**src/rtl/counter_game_pkg.sv**
```systemverilog
// Shared definitions for the counter-game sequencer.
//   mode_e        : counting mode driven to the main counter on `control`
//   state_e       : sequencer FSM states
//   WIN_LIMIT_DEF : default tally value that ends a game
package counter_game_pkg;

   typedef enum logic [1:0] {
      UP1 = 2'b00,
      UP2 = 2'b01,
      DN1 = 2'b10,
      DN2 = 2'b11
   } mode_e;

   typedef enum logic [1:0] {
      IDLE = 2'd0,
      LOAD = 2'd1,
      RUN  = 2'd2,
      OVER = 2'd3
   } state_e;

   localparam int unsigned WIN_LIMIT_DEF = 15;

endpackage

```
**src/rtl/game_tally.sv**
```systemverilog
// Rising-edge detector feeding a saturating 4-bit tally.
//   clk, rst_n : clock, synchronous active-low reset
//   en         : count detected edges when high
//   clr        : clear the tally (wins over en)
//   flag       : level input whose 0->1 transitions are counted
//   count      : current tally, never exceeds LIMIT
//   hit        : high while count == LIMIT
module game_tally #(
   parameter logic [3:0] LIMIT = 4'd15
) (
   input  logic       clk,
   input  logic       rst_n,
   input  logic       en,
   input  logic       clr,
   input  logic       flag,
   output logic [3:0] count,
   output logic       hit
);

   logic       prev_q, prev_d;
   logic [3:0] count_q, count_d;

   always_comb begin
      // Previous value tracks the flag every cycle, so a flag already high
      // when counting is enabled does not produce a spurious edge.
      prev_d  = flag;
      count_d = count_q;
      if (clr) begin
         count_d = 4'd0;
      end else if (en && flag && !prev_q && (count_q != LIMIT)) begin
         count_d = count_q + 4'd1;
      end
   end

   always_ff @(posedge clk) begin
      if (!rst_n) begin
         prev_q  <= 1'b0;
         count_q <= 4'd0;
      end else begin
         prev_q  <= prev_d;
         count_q <= count_d;
      end
   end

   assign count = count_q;
   assign hit   = (count_q == LIMIT);

endmodule

```
**src/rtl/game_sequencer.sv**
```systemverilog
// Game sequencer: loads the main counter, tallies its winner/loser flags and
// declares a result once either tally reaches WIN_LIMIT.
//   clk, rst_n          : clock, synchronous active-low reset
//   start, seed, mode_req, mode_wr : game start / configuration inputs
//   winner, loser       : level flags from the main counter
//   init, initial_val, control     : load strobe, load value, mode to counter
//   win_count, lose_count          : per-game edge tallies
//   game_over, gamer, busy         : status; gamer=1 means winner side won
//
// state | meaning
// IDLE  | waiting for start after reset
// LOAD  | one cycle, init=1 loads the main counter
// RUN   | game in progress, flag edges are tallied
// OVER  | result held until the next start
module game_sequencer
   import counter_game_pkg::*;
#(
   parameter int unsigned WIN_LIMIT = WIN_LIMIT_DEF
) (
   input  logic       clk,
   input  logic       rst_n,
   input  logic       start,
   input  logic [3:0] seed,
   input  logic [1:0] mode_req,
   input  logic       mode_wr,
   input  logic       winner,
   input  logic       loser,
   output logic       init,
   output logic [3:0] initial_val,
   output logic [1:0] control,
   output logic [3:0] win_count,
   output logic [3:0] lose_count,
   output logic       game_over,
   output logic       gamer,
   output logic       busy
);

   localparam logic [3:0] LIMIT = 4'(WIN_LIMIT);

   state_e     state_q, state_d;
   logic       init_q, init_d;
   logic [3:0] initial_val_q, initial_val_d;
   logic [1:0] control_q, control_d;
   logic       game_over_q, game_over_d;
   logic       gamer_q, gamer_d;
   logic       busy_q, busy_d;

   logic       tally_clr;
   logic       tally_en;
   logic       win_hit, lose_hit;

   // Once a tally sits at the limit the result is decided; freezing both
   // tallies keeps the loser side from catching up in the exit cycle.
   assign tally_en = (state_q == RUN) && !(win_hit || lose_hit);

   always_comb begin
      state_d       = state_q;
      initial_val_d = initial_val_q;
      control_d     = control_q;
      gamer_d       = gamer_q;
      tally_clr     = 1'b0;
      case (state_q)
         IDLE, OVER: begin
            if (start) begin
               initial_val_d = seed;
               control_d     = mode_req;
               gamer_d       = 1'b0;
               tally_clr     = 1'b1;
               state_d       = LOAD;
            end
         end
         LOAD: state_d = RUN;
         RUN: begin
            if (mode_wr) begin
               control_d = mode_req;
            end
            if (win_hit || lose_hit) begin
               state_d = OVER;
               gamer_d = win_hit;
            end
         end
         default: state_d = IDLE;
      endcase
      // Status outputs are registered from the next state so they line up
      // with the state they describe.
      init_d      = (state_d == LOAD);
      busy_d      = (state_d == LOAD) || (state_d == RUN);
      game_over_d = (state_d == OVER);
   end

   always_ff @(posedge clk) begin
      if (!rst_n) begin
         state_q       <= IDLE;
         init_q        <= 1'b0;
         initial_val_q <= 4'd0;
         control_q     <= 2'd0;
         game_over_q   <= 1'b0;
         gamer_q       <= 1'b0;
         busy_q        <= 1'b0;
      end else begin
         state_q       <= state_d;
         init_q        <= init_d;
         initial_val_q <= initial_val_d;
         control_q     <= control_d;
         game_over_q   <= game_over_d;
         gamer_q       <= gamer_d;
         busy_q        <= busy_d;
      end
   end

   game_tally #(.LIMIT(LIMIT)) u_win_tally (
      .clk   (clk),
      .rst_n (rst_n),
      .en    (tally_en),
      .clr   (tally_clr),
      .flag  (winner),
      .count (win_count),
      .hit   (win_hit)
   );

   game_tally #(.LIMIT(LIMIT)) u_lose_tally (
      .clk   (clk),
      .rst_n (rst_n),
      .en    (tally_en),
      .clr   (tally_clr),
      .flag  (loser),
      .count (lose_count),
      .hit   (lose_hit)
   );

   assign init        = init_q;
   assign initial_val = initial_val_q;
   assign control     = control_q;
   assign game_over   = game_over_q;
   assign gamer       = gamer_q;
   assign busy        = busy_q;

endmodule

```
**config.mk**
```make
export PLATFORM = sky130hd
export DESIGN_NAME = game_sequencer
export DESIGN_NICKNAME = d
export VERILOG_FILES = /design/src/rtl/counter_game_pkg.sv /design/src/rtl/game_tally.sv /design/src/rtl/game_sequencer.sv
export SDC_FILE = /design/constraint.sdc
export NUM_CORES = 1
export LEC_CHECK = 0
export BUFFER_PORTS_ARGS = -buffer_cell sky130_fd_sc_hd__buf_4
export CAP_MARGIN = 20
export CORE_ASPECT_RATIO = 1.2
export CORE_UTILIZATION = 28
export DETAILED_ROUTE_END_ITERATION = 7
export PLACE_DENSITY_LB_ADDON = 0.05
export SETUP_SLACK_MARGIN = 0.5
export SKIP_CTS_REPAIR_TIMING = 1
export SLEW_MARGIN = 20
export SYNTH_ARGS = -nofsm -noshare
export SYNTH_HDL_FRONTEND = slang
export SYNTH_SLANG_ARGS = --single-unit
```
**constraint.sdc**
```tcl
create_clock -name clk -period 1.6 [get_ports clk]
set_input_delay 0.24 -clock clk [delete_from_list [all_inputs] [get_ports clk]]
set_output_delay 0.24 -clock clk [all_outputs]
set_load 0.01 [all_outputs]
```
# Yosys cells after proc, flatten, opt, wreduce, memory -nomap -nowiden
# Index checks and enable logic that the tools add are counted.
[op_classes] n_addsub=2 eq_ne=13 muxes=11 n_bitwise=1 n_reduce_logical=19
[ops] op="$add A4 B1 Y4 const B" count=2
[ops] op="$eq A2 B2 Y1 const B" count=4
[ops] op="$eq A4 B4 Y1 const B" count=2
[ops] op="$mux W2" count=4
[ops] op="$ne A4 B4 Y1 const B" count=2
[ops] op="$logic_and A1 B1 Y1" count=7
[ops] op="$pmux W2 S3" count=1
[ops] op="$reduce_and A3 Y1" count=2
[ops] op="$eq A2 B1 Y1 const B" count=2
[ops] op="$mux W1" count=4
[ops] op="$ne A2 B2 Y1 const B" count=2
[ops] op="$pmux W2 S2" count=1
[ops] op="$reduce_or A2 Y1" count=2
[ops] op="$logic_not A1 Y1" count=3
[ops] op="$logic_not A2 Y1" count=1
[ops] op="$logic_or A1 B1 Y1" count=2
[ops] op="$ne A2 B1 Y1 const B" count=1
[ops] op="$pmux W1 S2" count=1
[ops] op="$reduce_and A2 Y1" count=1
[ops] op="$reduce_bool A2 Y1" count=1
[ops] op="$not A1 Y1" count=1
[totals] ff_bits=22 input_bits=12 output_inout_bits=18 elab_cells=57

# Logic depth before layout (Yosys ltp)
[logic_depth] depth_word=7 mapped_depth=8 mapped_depth_nobuf=7

# By module
# A second synthesis with hierarchy kept.
[unflattened] cells_unflattened=111 area_unflattened_um2=987.2
[by_module_without_submodules] mod="game_sequencer" instances=1 cells_each=59 area_each_um2=516.7 seq_area_each_um2=240.2
[by_module_without_submodules] mod="game_tally" instances=2 cells_each=26 area_each_um2=235.2 seq_area_each_um2=100.1

# Least setup slack after synthesis
# No wires, ideal clock.
[synth_path] path_type="reg-to-reg" start="reg u_win_tally.count_q[0] (netlist: u_win_tally.count[0])" end="reg busy_q (netlist: busy)" setup_ps=115 t_arrival_ps=1515 required_time_ps=1485 path_slack_ps=-30 stages_incl_launch_ff=7 n_path_buf=0 period_less_slack_ps=1630 path_cell_list="dfxtp_1 -> ha_1 -> nand3_2 -> a31oi_1 -> o22a_1 -> ha_1 -> and2_1"
[synth_via] elab_chain_cells=6 word_cells_on_any_way=7 classes_between="eq/ne (3); mux (2); reduce/logical (2)"
[synth_rtl] element="start, declared" line="game_tally.sv:21" text="logic [3:0] count_q, count_d;"
[synth_rtl] element="start signal, assigned" line="game_tally.sv:41" text="count_q <= count_d;"
[synth_rtl] element="$eq A4 B4 Y1 (*)" line="game_tally.sv:46" text="assign hit = (count_q == LIMIT);"
[synth_rtl] element="$logic_or A1 B1 Y1 (*)" line="game_sequencer.sv:77" text="if (win_hit || lose_hit) begin"
[synth_rtl] element="$mux W2 (*)" line="game_sequencer.sv:77"
[synth_rtl] element="$pmux W2 S3 (*)" line="game_sequencer.sv:62" text="case (state_q)"
[synth_rtl] element="$eq A2 B1 Y1 or $eq A2 B2 Y1 (tied branches)" line="game_sequencer.sv:87" text="busy_d = (state_d == LOAD) || (state_d == RUN);"
[synth_rtl] element="$logic_or A1 B1 Y1 (*)" line="game_sequencer.sv:87"
[synth_rtl] element="via busy_d" line="game_sequencer.sv:46" text="logic busy_q, busy_d;"
[synth_rtl] element="end signal, assigned" line="game_sequencer.sv:107" text="busy_q <= busy_d;"
[synth_rtl] element="end, declared" line="game_sequencer.sv:46"
# The timed path passes the listed nets; every way through them passes the cells marked *.
# A chain may end at the register's enable or synchronous reset.

# Final worst setup path
[layout_path] start="reg state_q[0]" end="reg init_q (netlist: init)"
[layout_via] elab_chain_cells=4 word_cells_on_any_way=9 classes_between="eq/ne (4); mux (3); reduce/logical (2)"
[layout_rtl] element="start, declared" line="game_sequencer.sv:40" text="state_e state_q, state_d;"
[layout_rtl] element="start signal, assigned" line="game_sequencer.sv:101" text="state_q <= state_d;"
[layout_rtl] element="$eq A2 B2 Y1 or $logic_not A2 Y1 (tied branches)" line="game_sequencer.sv:62"
[layout_rtl] element="$reduce_or A2 Y1" line="game_sequencer.sv:62"
[layout_rtl] element="$pmux W2 S3 (*)" line="game_sequencer.sv:62"
[layout_rtl] element="$eq A2 B1 Y1 (*)" line="game_sequencer.sv:86" text="init_d = (state_d == LOAD);"
[layout_rtl] element="via init_d" line="game_sequencer.sv:41" text="logic init_q, init_d;"
[layout_rtl] element="end signal, assigned" line="game_sequencer.sv:102" text="init_q <= init_d;"
[layout_rtl] element="end, declared" line="game_sequencer.sv:41"
# Marks and branches as above.

==> flow_metrics.py <==
metrics = {
    "outcome": {
        "status": "finished, final reports clean",
    },
    "sta": {
        "rsz0062_at_grt": "true",
        "fin_crit_ps": 1462,
        "worst_slew_pin_slew_ps": 250.5,
        "maxSlewHeadroom": 0.8327,
        "drv_slew": 0,
        "setup-violations-final": 0,
        "tns_ps": 0,
        "hold_viol_final": 0,
        "max_freq_mhz": 684.2,
        "finClkSkew_ps": 2.693,
        "period_share": 0.9135,
        "timing.hold.ws_ps": 189.4,
    },
    "synthesis": {
        "ys_warn_count": 0,
        "synth_cells": 101,
        "syn_avg_cell_area_sq_um": 9.712,
        "synth-seq-cells": 22,
        "synth_nets": 118,
        "synth_edf_count": 0,
        "yosys.cell_types.count": 30,
        "synth_top_area_frac": 0.4490,
        "ys_seq_area_frac": 0.4490,
        "synth_area_leaders": "dfxtp_1 (45%), ha_1 (6.4%), mux2i_1 (6.1%)",
        "async_flop_share": 0,
        "synth_area_leader_cell": "dfxtp_1",
        "synthFlopType": "dfxtp_1",
        "syn_area_sq_um": 980.9,
    },
    "routing": {
        "drc": 0,
        "viasPerCell": 4.749,
        "ant_nets": 0,
        "dr_total_vias": 850,
        "drt_pass1_iterations": 3,
        "wirelength_microns": 2249,
        "wire_per_inst_microns": 12.56,
        "drt_iter0_drc": 13,
    },
    "finish": {
        "nNetsFinal": 160,
        "stdcell_count": 179,
        "final_common_cell": "buf_4",
        "layout-drive-gt1-share": 0.5000,
        "syn_to_final_growth_pct": 58.04,
        "nFillCells": 332,
        "layout_common_cells": "buf_4 (35), dfxtp_1 (13), nand3_1 (8)",
        "diodes": 0,
    },
    "floorplanning": {
        "ioPinCount": 30,
        "core_area_sq_mm": 0.003338,
        "initial_core_util": 0.2939,
        "die_h_microns": 66.84,
        "die_area_sq_mm": 0.003745,
        "die_w_microns": 56.03,
        "placementRows": 23,
    },
    "cts": {
        "ctsLongestPathBuffers": 2,
        "numCtsBuffers": 3,
        "clk_pin_slew_ps": 80,
        "clock_sinks": 22,
        "cts_tree": "yes",
        "cts_htree_levels": 1,
        "cts_root_buf": "clkbuf_8",
        "clk-insertion-delay-late_ps": 260,
    },
    "placed_design": {
        "dp.cells": 168,
        "numPortBuffers": 29,
        "dp_hpwl_microns": 1540,
        "place_congestion": 0.6368,
    },
    "power": {
        "total_power_uw": 2145,
        "cellPowerDensity_mw_per_mm2": 1384,
        "irDropWorstVdd_uv": 873.6,
        "p_leak_uw": 0.0006422,
    },
    "worst_setup_path": {
        "crit_required_ps": 1760,
        "timing.reg2reg.setup_slack_ps": 140,
        "worstSetupPathType": "reg -> reg",
        "arrival_ps": 1620,
        "reg2reg_from": "state_q[0]",
        "critPathCaptureType": "flip-flop",
        "cp-start-kind": "flip-flop",
        "timing.rr.end": "init",
        "path_max_fanout": 4,
        "reg2reg_depth": 7,
    },
    "worst_hold_path": {
        "whs_path_depth": 2,
        "hold_end": "u_win_tally.prev_q",
        "hp-start": "winner",
        "hold_class": "in -> reg",
    },
    "global_routing": {
        "grt_overflow": 0,
        "antenna_found_initial": 0,
        "grt_pass1_vias": 793,
        "grt_usage": 0.1206,
        "grt_pass1_wl_microns": 3456,
        "grt_max_degree": 16,
    },
    "run": {
        "maxCapViolations": 0,
    },
}
==> cell usage after synthesis (2+ instances only) <==
cell type	count
dfxtp_1	22
and2_1	7
buf_2	2
nand3_1	9
inv_1	4
ha_1	5
a21boi_0	5
nand4_1	2
nand3_2	2
nor2_1	6
nor2b_1	3
xor2_1	4
mux2i_1	6
nand2_1	6
o21ai_0	3
==> worst max-delay path, cell delays in order (launching register included) <==
cell and delay, ps:
dfxtp_2 340, inv_2 50, ha_4 280, nand2b_4 50, o22a_1 220, buf_4 150
ha_4 150, and2_1 120
==> kinds of logic after synthesis <==
family                   Yosys count  synth area share
XOR/XNOR                           4           0.03571
adder cells (fa/ha/maj)            5           0.06378
AO/OA/AOI/OAI                     13           0.08929
multiplexers                       6           0.06123
AND/OR/NAND/NOR                   43            0.2640
buffers and inverters              8           0.03698
flip-flops                        22            0.4490
==> cell type report <==
cell class                 count  area, sq um  area share
multi-input combinational     71        639.4      0.4124
tap                           37        46.29     0.02986
inverter                       4        15.01    0.009685
clock buffer                   4        55.05     0.03551
timing repair buffer          41        330.3      0.2131
sequential                    22        464.2      0.2994
==> where the power goes <==
| part | switching (uW) | total [uW] | leakage, uW | internal [uW] |
|---|---|---|---|---|
| sequential | 56.5 | 713 | 0.000186 | 656 |
| combinational | 506 | 1030 | 0.000428 | 527 |
| clock | 180 | 399 | 0.0000288 | 219 |
| total | 742 | 2140 | 0.000642 | 1400 |
==> metal layers <==
layer,up-vias,global-route usage,routed length (microns)
li1,429,-,-
met5,-,0,0
met4,0,0.06402,44
met1,399,0.1281,956
met2,17,0.2217,1153
met3,5,0.02718,94
==> registers in the layout (all words and copies together), names as in the netlist <==
register and cells:
u_win_tally.prev_q 1, init 1, u_win_tally.count 4, state_q 2
busy 1, gamer 1, initial_val 4, u_lose_tally.count 4
game_over 1, u_lose_tally.prev_q 1, control 2
==> worst max path at each step <==
stage / slack [ps] / endpoint / from
2_1_floorplan: 70 / busy / state_q[0]
5_1_grt: 80 / init / state_q[0]
6_report: 140 / init / state_q[0]
3_5_place_dp: 70 / busy / u_win_tally.count[0]
4_1_cts: 50 / busy / u_win_tally.count[0]
3_3_place_gp: 100 / busy / u_win_tally.count[0]
==> through the flow <==
step           worst slack, ps    util  area [sq um]
2_1_floorplan            71.52       -          1052
5_1_grt                  77.08  0.4644          1550
3_3_place_gp             99.79  0.3962          1323
6_report                 138.4  0.4644          1550
4_1_cts                  54.35  0.4127          1378
3_5_place_dp             66.25  0.3962          1323
Power figures use the tool's default switching activity.
